$ cat src/rtl/tioe1_sweep.sv
// Sweeps all 16 ABCD vectors into the tioe1 block and captures F into a truth-table word.
// Optional golden compare with EXPECT is enabled by defining TIOE1_SWEEP_CHECK_EN.
// state    | meaning
// S_IDLE   | waiting for start
// S_WAIT   | settle counter running down for the current vector
// S_SAMPLE | capture edge for the current vector
// S_DONE   | one-cycle completion state
module tioe1_sweep #(
    parameter int          SETTLE = 1,
    parameter logic [15:0] EXPECT = 16'h0DD0
) (
    input  logic        clk,
    input  logic        rst_n,
    input  logic        start,
    output logic [3:0]  abcd,
    input  logic        f_in,
    output logic        busy,
    output logic        done,
    output logic [15:0] truth,
    output logic [4:0]  ones
`ifdef TIOE1_SWEEP_CHECK_EN
    ,
    output logic        pass
`endif
);

    typedef enum logic [1:0] {S_IDLE, S_WAIT, S_SAMPLE, S_DONE} state_t;

    localparam logic [2:0] SETTLE_LD = 3'(SETTLE);
    localparam state_t     FIRST     = (SETTLE == 0) ? S_SAMPLE : S_WAIT;

    state_t      state;
    logic [3:0]  idx;
    logic [2:0]  cnt;
    logic [15:0] truth_nxt;

    assign abcd = idx;

    // Word as it will look after this sample; also feeds the final compare.
    always_comb begin
        truth_nxt      = truth;
        truth_nxt[idx] = f_in;
    end

`ifndef TIOE1_SWEEP_CHECK_EN
    logic unused_expect;
    assign unused_expect = ^EXPECT;
`endif

    always_ff @(posedge clk or negedge rst_n) begin
        if (!rst_n) begin
            state <= S_IDLE;
            idx   <= 4'd0;
            cnt   <= 3'd0;
            busy  <= 1'b0;
            done  <= 1'b0;
            truth <= 16'd0;
            ones  <= 5'd0;
`ifdef TIOE1_SWEEP_CHECK_EN
            pass  <= 1'b0;
`endif
        end else begin
            case (state)
                S_IDLE: begin
                    if (start) begin
                        truth <= 16'd0;
                        ones  <= 5'd0;
                        idx   <= 4'd0;
                        busy  <= 1'b1;
                        cnt   <= SETTLE_LD;
                        state <= FIRST;
`ifdef TIOE1_SWEEP_CHECK_EN
                        pass  <= 1'b0;
`endif
                    end
                end
                S_WAIT: begin
                    cnt <= cnt - 3'd1;
                    if (cnt == 3'd1)
                        state <= S_SAMPLE;
                end
                S_SAMPLE: begin
                    truth <= truth_nxt;
                    ones  <= ones + {4'd0, f_in};
                    if (idx != 4'hF) begin
                        idx   <= idx + 4'd1;
                        cnt   <= SETTLE_LD;
                        state <= FIRST;
                    end else begin
                        idx   <= 4'd0;
                        busy  <= 1'b0;
                        done  <= 1'b1;
                        state <= S_DONE;
`ifdef TIOE1_SWEEP_CHECK_EN
                        pass  <= (truth_nxt == EXPECT);
`endif
                    end
                end
                S_DONE: begin
                    done  <= 1'b0;
                    state <= S_IDLE;
                end
                default: state <= S_IDLE;
            endcase
        end
    end

endmodule

$ cat config.mk
export PLATFORM = sky130hd
export DESIGN_NAME = tioe1_sweep
export DESIGN_NICKNAME = d
export VERILOG_FILES = /design/src/rtl/tioe1_sweep.sv
export SDC_FILE = /design/constraint.sdc
export NUM_CORES = 1
export LEC_CHECK = 0
export ABC_AREA = 1
export CAP_MARGIN = 15
export CORE_MARGIN = 1.5
export CORE_UTILIZATION = 30
export DETAILED_ROUTE_END_ITERATION = 7
export SLEW_MARGIN = 25
export SYNTH_ARGS = -nofsm -noshare
export SYNTH_HDL_FRONTEND = slang
export SYNTH_SLANG_ARGS = --single-unit
$ cat constraint.sdc
create_clock -name clk -period 3.58 [get_ports clk]
set_input_delay 0.895 -clock clk [delete_from_list [all_inputs] [get_ports clk]]
set_output_delay 0.895 -clock clk [all_outputs]
set_load 0.005 [all_outputs]
; ---- Yosys cells after proc, flatten, opt, wreduce, memory -nomap -nowiden
; Cells that the tools add are included.
[totals]
romBits = 0
latch_bits = 0
ff_bits = 32
in_bits = 4
ram_bits = 0
n_memories = 0
output_inout_bits = 27
word_cells = 53
[classes]
order_cmp = 2
n_div = 0
reduce_logical = 10
shifts = 0
n_eq_ne = 9
bitwise_logic = 0
n_addsub = 3
mul = 0
n_mux = 22
[ops]
columns = operator, n
row1 = 16-bit case mux with 2 select lines, 1
row2 = 16-bit bitwise mux, 1
row3 = 16-bit 2-to-1 mux, 1
row4 = 5-bit case mux with 2 select lines, 1
row5 = 3-bit case mux with 3 select lines, 1
row6 = 4-bit 2-to-1 mux, 2
row7 = 2-bit inequality test (second input constant), 4
row8 = 2-bit case mux with 4 select lines, 1
row9 = 4-bit case mux with 2 select lines, 1
row10 = 2-bit 2-to-1 mux, 3
row11 = 3-bit 2-to-1 mux, 2
row12 = 2-bit AND reduction, 3
row13 = 3-bit AND reduction, 2
row14 = 5-bit by 1-bit adder with 5-bit output, 1
row15 = 4-bit by 5-bit less-than comparator with 1-bit output (second input constant), 1
row16 = 5-bit 2-to-1 mux, 1
row17 = 4-bit by 1-bit adder with 4-bit output (second input constant), 1
row18 = 1-bit demux with 4-bit select, 1
row19 = 2-bit == test (second input constant), 2
row20 = 4-bit by 1-bit >= comparator with 1-bit output (second input constant), 1
row21 = 1-bit 2-to-1 mux, 4
row22 = 4-bit inequality test (second input constant), 1
row23 = 1-bit case mux with 2 select lines, 2
row24 = 2-bit nonzero test, 2
row25 = 6 further kinds, 6

; ---- Logic depth before layout (Yosys ltp)
; Gate-level depths: netlist of the first run.
[depth]
ltp_word = 6
mapped_depth = 8
depth_no_buf = 7

; ---- Worst setup path after synthesis of the first run
; OpenSTA, ideal clock, no wires.
[synth_path]
kind = in2reg
from = input f_in
to = register ones[4]
setup_ns = 0.065
path_buffers = 0
stages = 7
setup_slack_ns = 1.959
arrival_time_ns = 1.556
required_ns = 3.515
path_cell_list = ha_1 ha_1 nand2_1 inv_1 nand3_1 nand3_1 nand2_1
[synth_between]
elab_chain_cells = 2
[synth_rtl]
columns = element, line
row1 = from (decl), 16  ; input logic f_in,
row2 = 5-bit by 1-bit adder with 5-bit output, 84  ; ones <= ones + {4'd0, f_in};
row3 = 5-bit case mux with 2 select lines, 63  ; case (state)
row4 = to (signal assigned), 84
row5 = to (decl), 20  ; output logic [4:0] ones
; Every way passes these cells.
; A chain may end at the register's enable or synchronous reset.

; ---- Worst setup path after layout of the first run
[layout_path]
from = register idx[2], in the netlist abcd[2]
to = output abcd[2]
[layout_lines]
columns = element, line
row1 = from (decl), 33  ; logic [3:0] idx;
row2 = from (signal assigned), 86  ; idx <= idx + 4'd1;
row3 = to (decl), 15  ; output logic [3:0] abcd,
; No word-level cell between the ends.

==> metrics.md, run 1 <==
| Metric | Value |
|---|---|
| Hold buffers post-CTS | `0` |
| Crit-path cells | `clkdlybuf4s50_1` |
| Crit end category | `output pin` |
| Root buf cell | `clkbuf_8` |
| Share of layout cells above drive strength 1 | `0.0680` |
| # DRC | `0` |
| Post-CTS resize count | `0` |
| Final Max Tran Viols | `0` |
| Worst Hold Path Cells | `2` |
| Clock skew | `0.00391 ns` |
| Mux cell area share after synthesis | `0` |
| CTS max path bufs | `2` |
| Die area | `6090 um^2` |
| Sequential area share after synthesis | `0.474` |
| GP Congestion | `0.803` |
| Core ar. | `5470 um^2` |
| CP peak stage delay | `0.57 ns` |
| Total CTS buffers | `5` |
| Mapped Avg Cell Area | `7.78 um^2` |
| Hold Worst Slack | `0.470 ns` |
| Max cap viols | `0` |
| Setup WS pre-CTS | `1.34 ns` |
| Slowest cell on crit path | `clkdlybuf4s50_1` |
| R2R cell count | `7` |
| Initial Utilization | `0.308` |
| Post-CTS Setup Bufs | `0` |
| Post-Synth Adder-Cell Area | `0.0667` |
| Crit Path Max Fanout | `10` |
| Synth top area share | `0.474` |
| Vias in the first global route | `1,317` |
| YS warnings | `0` |
| Relative slew slack | `0.679` |
| Syn Inst Count | `217` |
| Global router's overall resource usage | `0.131` |
| Via density | `4.40` |
| Worst setup SP type | `flop` |
| ANT cells | `0` |
| Final cycle utilization of the critical path | `0.639` |
| CTS tree | `done` |
| Synthesized cell area | `1690 um^2` |
| Async SR Flop Fraction | `1.00` |
| 1st-pass router iterations | `4` |
| First-pass GRT wire length | `6220 um` |
| Synth Flop Type | `dfrtp_1` |
| DR WL/cell | `11.4 um` |
| Crit Reg-Reg Startpoint | `abcd[0]$_DFFE_PN0P_` |
| Status | `complete, no violations` |
| Initial antenna violation count | `0` |
| Source of the worst hold timing path | `truth[2]$_DFFE_PN0P_` |
| DRT iter0 DRCs | `113` |
| Post-Synth Simple-Gate Area | `0.348` |
| Kind of critical path | `flop to output pin` |
| Register-to-register setup slack | `2.06 ns` |
| Overflow after GRT | `0` |
| Final hold violation count | `0` |
| Setup WS post-layout | `1.29 ns` |
| # setup viols final | `0` |
| Largest net degree at the start of global routing | `33` |
| RSZ-0062 raised after global routing | `false` |
| Worst-Skew Late Latency | `0.28 ns` |
| CTS sink cnt | `32` |
| Synth Net Count | `230` |
| IO Pins | `31` |
| Hold Crit Endpoint | `truth[2]$_DFFE_PN0P_` |
| Largest family of logic cells by synthesized area | `simple AND/OR/NAND/NOR gates` |
| EDFF count, synth | `0` |
| Tmin final | `2.29 ns` |
| Req. time, crit path | `2.68 ns` |
| Routed Antenna Nets | `0` |
| Seq cells post-synth | `32` |
| Die Y | `78.0 um` |
| Worst Tran Pin Value | `0.480 ns` |
| Fillers | `587` |
| FMAX | `437 MHz` |
| Row count | `27` |
| Port Buffers | `30` |
| HPWL Detailed | `2570 um` |
| Synth Area in XOR/XNOR | `0` |
| CP arrival | `1.39 ns` |
| Crit path buf inv count | `1` |
| Total wire length | `3670 um` |
| H-tree depth | `2` |
| Compound-cell area share of the yosys netlist | `0.0400` |
| Crit-path leading delay family | `buffers and inverters` |
| Synth unique cells | `20` |
| Vias | `1,416` |
| Clock transition at path regs | `0.06 ns` |
| Cell Pwr Density | `526 nW/um^2` |
| Reg2reg end | `cnt[1]$_DFFE_PN0P_` |
| VDD IR max | `0.285 mV` |
| Post-Route Setup TNS | `0 ns` |
| Largest area contributor in the netlist | `dfrtp_1` |
| Leak | `1.04 nW` |
| Die W | `78.0 um` |
| Hold WC Path Type | `flop to flop` |
| Top cells by area, synth | `dfrtp_1, nand2_1, nand3_1` |
| Final #Nets | `262` |
| Syn-to-layout area delta | `26.0%` |
-- placed cells by master, fill, tap and decap left out --
cell             instances
nand2_1                 93
dfrtp_1                 32
clkdlybuf4s50_1         30
nand3_1                 26
inv_1                   15
nor2_1                  13
o21ai_0                  9
ha_1                     9
clkbuf_8                 6
nand2_2                  2
nand2_4                  2
o21ai_1                  2
clkbuf_1                 2
nor2_2                   1
inv_2                    1
inv_4                    1
nor2_4                   1
clkinv_2                 1
or2_2                    1
o21bai_1                 1
a21oi_1                  1
buf_4                    1
-- cell families after synthesis --
| logic type | count (synthesis) |
|---|---|
| AO/OA/AOI/OAI | 13 |
| adder cells (fa/ha/maj) | 9 |
| buffers and inverters | 24 |
| flip-flops | 32 |
| AND/OR/NAND/NOR | 139 |
-- layer usage --
layer  vias to the layer above  track usage  part of all wire
met4                         0       0.0357            0.0093
met1                       647        0.163              0.48
met3                         4       0.0442             0.036
met5                         -            0                 0
li1                        743            -                 -
met2                        22        0.217              0.47
-- final cells by class --
cell class | count | area [um^2] | area share
multi-input cells | 161 | 767 | 0.361
well taps | 72 | 90.1 | 0.0424
flip-flops and latches | 32 | 801 | 0.376
repair buffers | 31 | 308 | 0.145
clock buffers | 8 | 90.1 | 0.0424
inverters | 18 | 71.3 | 0.0335
-- flip-flops by register name, indices dropped and copies added (netlist names) --
| name | flops |
|---|---|
| abcd | 4 |
| busy | 1 |
| cnt | 3 |
| done | 1 |
| ones | 5 |
| state | 2 |
| truth | 16 |
-- how the worst max path moves through the flow --
stage / start / end / slack, ns / cells after the start
detailed placement: f_in / ones[4]$_DFFE_PN0P_ / 1.34 / 8
finish: abcd[2]$_DFFE_PN0P_ / abcd[2] / 1.29 / 1
global route: abcd[2]$_DFFE_PN0P_ / abcd[2] / 1.23 / 1
CTS: abcd[2]$_DFFE_PN0P_ / abcd[2] / 1.28 / 1
global placement: f_in / ones[4]$_DFFE_PN0P_ / 1.36 / 8
floorplan: f_in / ones[4]$_DFFE_PN0P_ / 1.96 / 7
-- power breakdown --
part	switching, mW	internal, mW
Sequential	0.0577	0.411
Combinational	0.226	0.138
Clock	0.130	0.157
-- cell usage after synthesis (2+ instances only) --
master	count
o21ai_0	9
buf_6	3
buf_2	3
ha_1	9
o21ai_1	2
nor2_1	13
nand3_1	26
dfrtp_1	32
nand2_4	2
nand2_2	2
inv_1	15
nand2_1	93
-- per-stage QoR --
stage / area (um^2) / total power [mW] / std cells / util
after global routing: 2130 / 1.22 / 322 / 0.389
final: 2130 / 1.12 / 322 / 0.389
after floorplan: 1690 / 0.742 / 217 / -
after detailed placement: 2040 / 0.846 / 314 / 0.372
after CTS: 2130 / 1.14 / 322 / 0.389
after global placement: 2040 / 0.838 / 314 / 0.372
(Power assumes the default switching activity.)
==> run 2, diff against run 1 <==
Clock period 3.58 ns to 1.95 ns, I/O delays scaled along.
==> run 2 against run 1 <==
Compared with the run above: critical path depth stayed put; sequential power grew 84%; register-to-register slack lost 1.7 ns.
==> metrics.md, run 2 (same netlist as run 1, synthesis figures left out) <==
| Metric | Value |
|---|---|
| Tmin final | `1.88 ns` |
| First-pass GRT wire length | `5950 um (-4.3%)` |
| Cell Pwr Density | `959 nW/um^2 (+82%)` |
| Vias | `1,405 (-0.78%)` |
| IO Pins | `31 (unchanged)` |
| Crit path buf inv count | `1 (unchanged)` |
| Hold Worst Slack | `0.467 ns (-0.00311 ns)` |
| Post-layout util | `0.393 (+0.00411)` |
| Slowest cell on crit path | `clkdlybuf4s50_1` |
| Initial Utilization | `0.308 (unchanged)` |
| Share of layout cells above drive strength 1 | `0.0791 (+0.0111)` |
| Total wire length | `3560 um (-2.8%)` |
| Crit Path Max Fanout | `10 (unchanged)` |
| Syn-to-layout area delta | `27.4%` |
| 1st-pass router iterations | `4 (unchanged)` |
| Relative slew slack | `0.731 (+0.0525)` |
| Crit-path cells | `clkdlybuf4s50_1` |
| # placed instances | `317 (+0.96%)` |
| Crit end category | `output pin` |
| Initial antenna violation count | `0 (unchanged)` |
| Max reg flops | `16 (unchanged)` |
| Worst Tran Pin Value | `0.403 ns (-0.0773 ns)` |
| Via density | `4.32 (-1.7%)` |
| # DRC | `0 (unchanged)` |
| Final hold violation count | `0 (unchanged)` |
| CTS max path bufs | `2 (unchanged)` |
| Clock transition at path regs | `0.06 ns (about the same)` |
| Req. time, crit path | `1.46 ns (-1.22 ns)` |
| Area occupied by multi-input gates | `767 um^2 (unchanged)` |
| Routed Antenna Nets | `0 (unchanged)` |
| Die W | `78.0 um (unchanged)` |
| Die area | `6090 um^2 (unchanged)` |
| VDD IR max | `0.541 mV (+90%)` |
| Final cycle utilization of the critical path | `0.962` |
| Hold buffers post-CTS | `0 (unchanged)` |
| Setup WS post-layout | `0.0740 ns (-1.22 ns)` |
| HPWL Detailed | `2570 um (-0.16%)` |
| Hold WC Path Type | `flop to flop` |
| H-tree depth | `2 (unchanged)` |
| CP peak stage delay | `0.57 ns (about the same)` |
| Reg area | `801 um^2 (unchanged)` |
| Root buf cell | `clkbuf_8` |
| Post-CTS Setup Bufs | `0 (unchanged)` |
| Worst setup SP type | `flop` |
| GP Congestion | `0.810 (+0.88%)` |
| CTS sink cnt | `32 (unchanged)` |
| CTS tree | `done` |
| Global router's overall resource usage | `0.124 (-0.00725)` |
| FMAX | `533 MHz` |
| Clock skew | `0.00774 ns (+0.00383 ns)` |
| Post-Route Setup TNS | `0 ns (unchanged)` |
| Row count | `27 (unchanged)` |
| Status | `complete, no violations` |
| Worst-Skew Late Latency | `0.28 ns (about the same)` |
| Overflow after GRT | `0 (unchanged)` |
| Crit-path leading delay family | `buffers and inverters` |
| Largest net degree at the start of global routing | `33 (unchanged)` |
| Final #Nets | `265 (+1.1%)` |
| Commonest non-fill, non-tap cell in the layout | `nand2_1` |
| Total CTS buffers | `5 (unchanged)` |
| Most frequent cells in the layout | `nand2_1, dfrtp_1, clkdlybuf4s50_1, nand3_1, inv_1` |
| DR WL/cell | `11.0 um (-3.7%)` |
| Max cap viols | `0 (unchanged)` |
| ANT cells | `0 (unchanged)` |
| Setup WS pre-CTS | `0.129 ns (-1.21 ns)` |
| Final Max Tran Viols | `0 (unchanged)` |
| Fillers | `590 (+0.51%)` |
| Non-Filler Instances | `325 (+0.93%)` |
| CP arrival | `1.39 ns (about the same)` |
| Core ar. | `5470 um^2 (unchanged)` |
| Die Y | `78.0 um (unchanged)` |
| Port Buffers | `30 (unchanged)` |
| Kind of critical path | `flop to output pin` |
| Post-CTS resize count | `0 (unchanged)` |
| RSZ-0062 raised after global routing | `false` |
| Leak | `1.05 nW (+1.4%)` |
| # setup viols final | `0 (unchanged)` |
| Vias in the first global route | `1,291 (-2.0%)` |
| Largest register by flop count | `truth` |
| DRT iter0 DRCs | `81 (-28%)` |
==> run 2: cell types whose count changed in the layout (fill, tap and decap cells not counted), sizes merged <==
| cell | delta |
|---|---|
| buf | +3 |
==> run 2: final timing paths <==
path / startpoint / end / cells after the start / slack [ns]
worst max-delay path: abcd[2]$_DFFE_PN0P_ / abcd[2] / 1 / 0.07
worst min-delay path: truth[0]$_DFFE_PN0P_ / truth[0]$_DFFE_PN0P_ / 2 / 0.47
worst max register to register: abcd[0]$_DFFE_PN0P_ / cnt[1]$_DFFE_PN0P_ / 7 / 0.38
worst min register to register: truth[0]$_DFFE_PN0P_ / truth[0]$_DFFE_PN0P_ / 2 / 0.47
max in group asynchronous: rst_n / done$_DFFE_PN0P_ / 2 / 1.05
min in group asynchronous: rst_n / abcd[3]$_DFFE_PN0P_ / 2 / 0.61
==> run 2: layer usage <==
layer,vias up,global-route usage,part of all wire
met1,632,0.158,0.49
met4,0,0.0321,0.0056
met5,-,0,0
met2,23,0.210,0.47
li1,748,-,-
met3,2,0.0291,0.033
==> run 2: worst reg2reg max path, cell delays in order, from the launching register on <==
cell     delay, ns
dfrtp_1       0.50
ha_1          0.30
inv_1         0.10
nor2_1        0.18
nand2_1       0.18
nand2_1       0.14
nand2_1       0.06
nand2_1       0.05
==> run 2: area by class of cell <==
class | count | area share
Clock buffer | 8 | 0.0419
Inverter | 18 | 0.0332
Multi-Input combinational cell | 161 | 0.357
Sequential cell | 32 | 0.373
Tap cell | 72 | 0.0419
Timing Repair Buffer | 34 | 0.154
==> run 2: where the power goes <==
| group | switching [mW] | internal (mW) | total, mW |
|---|---|---|---|
| Clock | 0.234 | 0.288 | 0.521 |
| Combinational | 0.408 | 0.272 | 0.680 |
| Sequential | 0.105 | 0.755 | 0.861 |
==> run 2: metrics by stage <==
stage | cell area (um^2) | total power [mW]
final | 2150 | 2.06
after global routing | 2150 | 2.23
after floorplan | 1690 | 1.36
after detailed placement | 2060 | 1.57
after global placement | 2060 | 1.56
after CTS | 2150 | 2.10
==> run 3, diff against run 2 <==
Settings changed: CORE_ASPECT_RATIO set to 0.8.
==> run 3 against run 2 <==
Compared with the run above: clock power rose by 35%; sequential power about the same; global-route usage grew 1.2 points; flip-flop and latch count unchanged; hold slack better by 0.0059 ns; cell area grew 2.4%; routed wire length is 2.7% higher; count of clock-buffer cells in the layout fell by 1; die area about the same; critical endpoint is now abcd[0]; largest cell class unchanged.
==> metrics.md, run 3 (same netlist as run 1, synthesis figures left out) <==
| Metric | Value |
|---|---|
| Max reg flops | `16 (unchanged)` |
| WP depth | `1 (unchanged)` |
| Clock transition at path regs | `0.07 ns (about the same)` |
| H-tree depth | `2 (unchanged)` |
| Max cap viols | `0 (unchanged)` |
| Design area | `2200 um^2 (+2.4%)` |
| Tmin final | `1.83 ns (-0.0457 ns)` |
| HPWL Detailed | `2580 um (+0.53%)` |
| Slowest cell on crit path | `clkdlybuf4s50_1` |
| Post-Route Setup TNS | `0 ns (unchanged)` |
| Register-to-register setup slack | `0.42 ns (+0.04 ns)` |
| Crit Path Max Fanout | `8 (-2)` |
| Port Buffers | `30 (unchanged)` |
| Syn-to-layout area delta | `30.4%` |
| Clock skew | `0.00603 ns (-0.00170 ns)` |
| Hold WC Path Type | `flop to flop` |
| CTS sink cnt | `32 (unchanged)` |
| Final hold violation count | `0 (unchanged)` |
| Final #Nets | `266 (+0.38%)` |
| Cell Pwr Density | `1030 nW/um^2 (+7.1%)` |
| Row count | `24 (-11%)` |
| Die W | `86.9 um (+11%)` |
| Final cycle utilization of the critical path | `0.939 (-0.0234)` |
| Via density | `4.29 (-0.78%)` |
| IO Pins | `31 (unchanged)` |
| Worst-Skew Late Latency | `0.29 ns (about the same)` |
| Reg2reg end | `cnt[2]$_DFFE_PN0P_` |
| First-pass GRT wire length | `6380 um (+7.3%)` |
| CTS max path bufs | `2 (unchanged)` |
| GP Congestion | `0.780 (-3.7%)` |
| Hold buffers post-CTS | `0 (unchanged)` |
| Initial Utilization | `0.311 (+0.00213)` |
| Worst Tran Pin Value | `0.415 ns (+0.0114 ns)` |
| Worst setup SP type | `flop` |
| Initial antenna violation count | `0 (unchanged)` |
| Largest net degree at the start of global routing | `33 (unchanged)` |
| Crit-path leading delay family | `buffers and inverters` |
| Crit Reg-Reg Startpoint | `abcd[0]$_DFFE_PN0P_` |
| VDD IR max | `0.536 mV (-0.79%)` |
| RSZ-0062 raised after global routing | `false` |
| Kind of critical path | `flop to output pin` |
| Placed Area | `2070 um^2 (+0.73%)` |
| Post-CTS resize count | `0 (unchanged)` |
| CTS tree | `done` |
| Largest register by flop count | `truth` |
| Overflow after GRT | `0 (unchanged)` |
| CP peak stage delay | `0.56 ns (about the same)` |
| Root buf cell | `clkbuf_8` |
| Post-CTS Setup Bufs | `0 (unchanged)` |
| Relative slew slack | `0.724 (-0.00759)` |
| Critical Path End | `abcd[0]` |
| ANT cells | `0 (unchanged)` |
| Commonest non-fill, non-tap cell in the layout | `nand2_1` |
| Routed Antenna Nets | `0 (unchanged)` |
| Vias in the first global route | `1,353 (+4.8%)` |
| Vias | `1,424 (+1.4%)` |
| Total CTS buffers | `5 (unchanged)` |
| CP arrival | `1.34 ns (-0.05 ns)` |
| Global router's overall resource usage | `0.136 (+0.0122)` |
| R2R cell count | `7 (unchanged)` |
| Final Max Tran Viols | `0 (unchanged)` |
| Share of layout cells above drive strength 1 | `0.0906 (+0.0115)` |
| 1st-pass router iterations | `4 (unchanged)` |
| Req. time, crit path | `1.46 ns (about the same)` |
| # DRC | `0 (unchanged)` |
| Crit-path cells | `clkdlybuf4s50_1` |
| Crit path buf inv count | `1 (unchanged)` |
| FMAX | `546 MHz (+2.5%)` |
| Core ar. | `5440 um^2 (-0.69%)` |
| # setup viols final | `0 (unchanged)` |
| Most frequent cells in the layout | `nand2_1, dfrtp_1, clkdlybuf4s50_1, nand3_1, inv_1` |
| Status | `complete, no violations` |
| Leak | `1.08 nW (+2.3%)` |
| DR WL/cell | `11.0 um (+0.58%)` |
| Die area | `6090 um^2 (about the same)` |
| Worst Setup SP | `abcd[0]$_DFFE_PN0P_` |
| Total wire length | `3660 um (+2.7%)` |
| Die Y | `70.1 um (-10%)` |
| Crit end category | `output pin` |
| DRT iter0 DRCs | `77 (-4.9%)` |
## run 3: changes by cell type in the layout (fill, tap and decap cells not counted)
cell | previous run | this run
clkbuf_1 | 2 | 0
bufinv_16 | 0 | 1
clkbuf_8 | 6 | 7
buf_4 | 4 | 5
## run 3: worst register-to-register path, stage by stage (launching register included)
cell and delay, ns:
dfrtp_1 0.50, ha_1 0.29, inv_1 0.10, nor2_1 0.18, nand2_1 0.17, nand2_1 0.14, nand2_1 0.05, nand2_1 0.05
## run 3: worst min-delay path by stage
stage | end | cells after the start | slack, ns | startpoint
after CTS | truth[3]$_DFFE_PN0P_ | 2 | 0.48 | truth[3]$_DFFE_PN0P_
after floorplan | abcd[0]$_DFFE_PN0P_ | 0 | 0.19 | rst_n
after global routing | truth[3]$_DFFE_PN0P_ | 2 | 0.51 | truth[3]$_DFFE_PN0P_
after global placement | truth[1]$_DFFE_PN0P_ | 2 | 0.46 | truth[1]$_DFFE_PN0P_
final | truth[3]$_DFFE_PN0P_ | 2 | 0.47 | truth[3]$_DFFE_PN0P_
after detailed placement | cnt[1]$_DFFE_PN0P_ | 2 | 0.46 | cnt[1]$_DFFE_PN0P_
## run 3: routing by layer
metal  wire, um  vias to the layer above  global-route usage
met1       1930                      642               0.191
met5          0                        -                   0
met4         67                        0              0.0538
met3        135                        6              0.0355
li1           -                      753                   -
met2       1530                       23               0.198
## run 3: report_power, final
part,internal (mW),switching (mW),leakage (nW)
clock,0.451,0.251,0.0645
combinational,0.274,0.423,0.581
sequential,0.755,0.107,0.432
## run 3: layout make-up
type / instances / area, um^2
Clock buffer: 7 / 96.3
Clock inverter: 1 / 30.0
Fill cell: 555 / 3230
Inverter: 18 / 71.3
Multi-Input combinational cell: 161 / 767
Sequential cell: 32 / 801
Tap cell: 78 / 97.6
Timing Repair Buffer: 35 / 338
## run 3: stage by stage
| stage | setup slack [ns] | util | power, mW | cells | hold WS, ns |
|---|---|---|---|---|---|
| after detailed placement | 0.0966 | 0.382 | 1.58 | 324 | 0.461 |
| final | 0.120 | 0.405 | 2.26 | 332 | 0.473 |
| after CTS | 0.111 | 0.405 | 2.29 | 332 | 0.477 |
| after global routing | 0.0721 | 0.405 | 2.44 | 332 | 0.506 |
| after floorplan | 0.694 | - | 1.36 | 217 | 0.192 |
| after global placement | 0.133 | 0.382 | 1.57 | 324 | 0.459 |
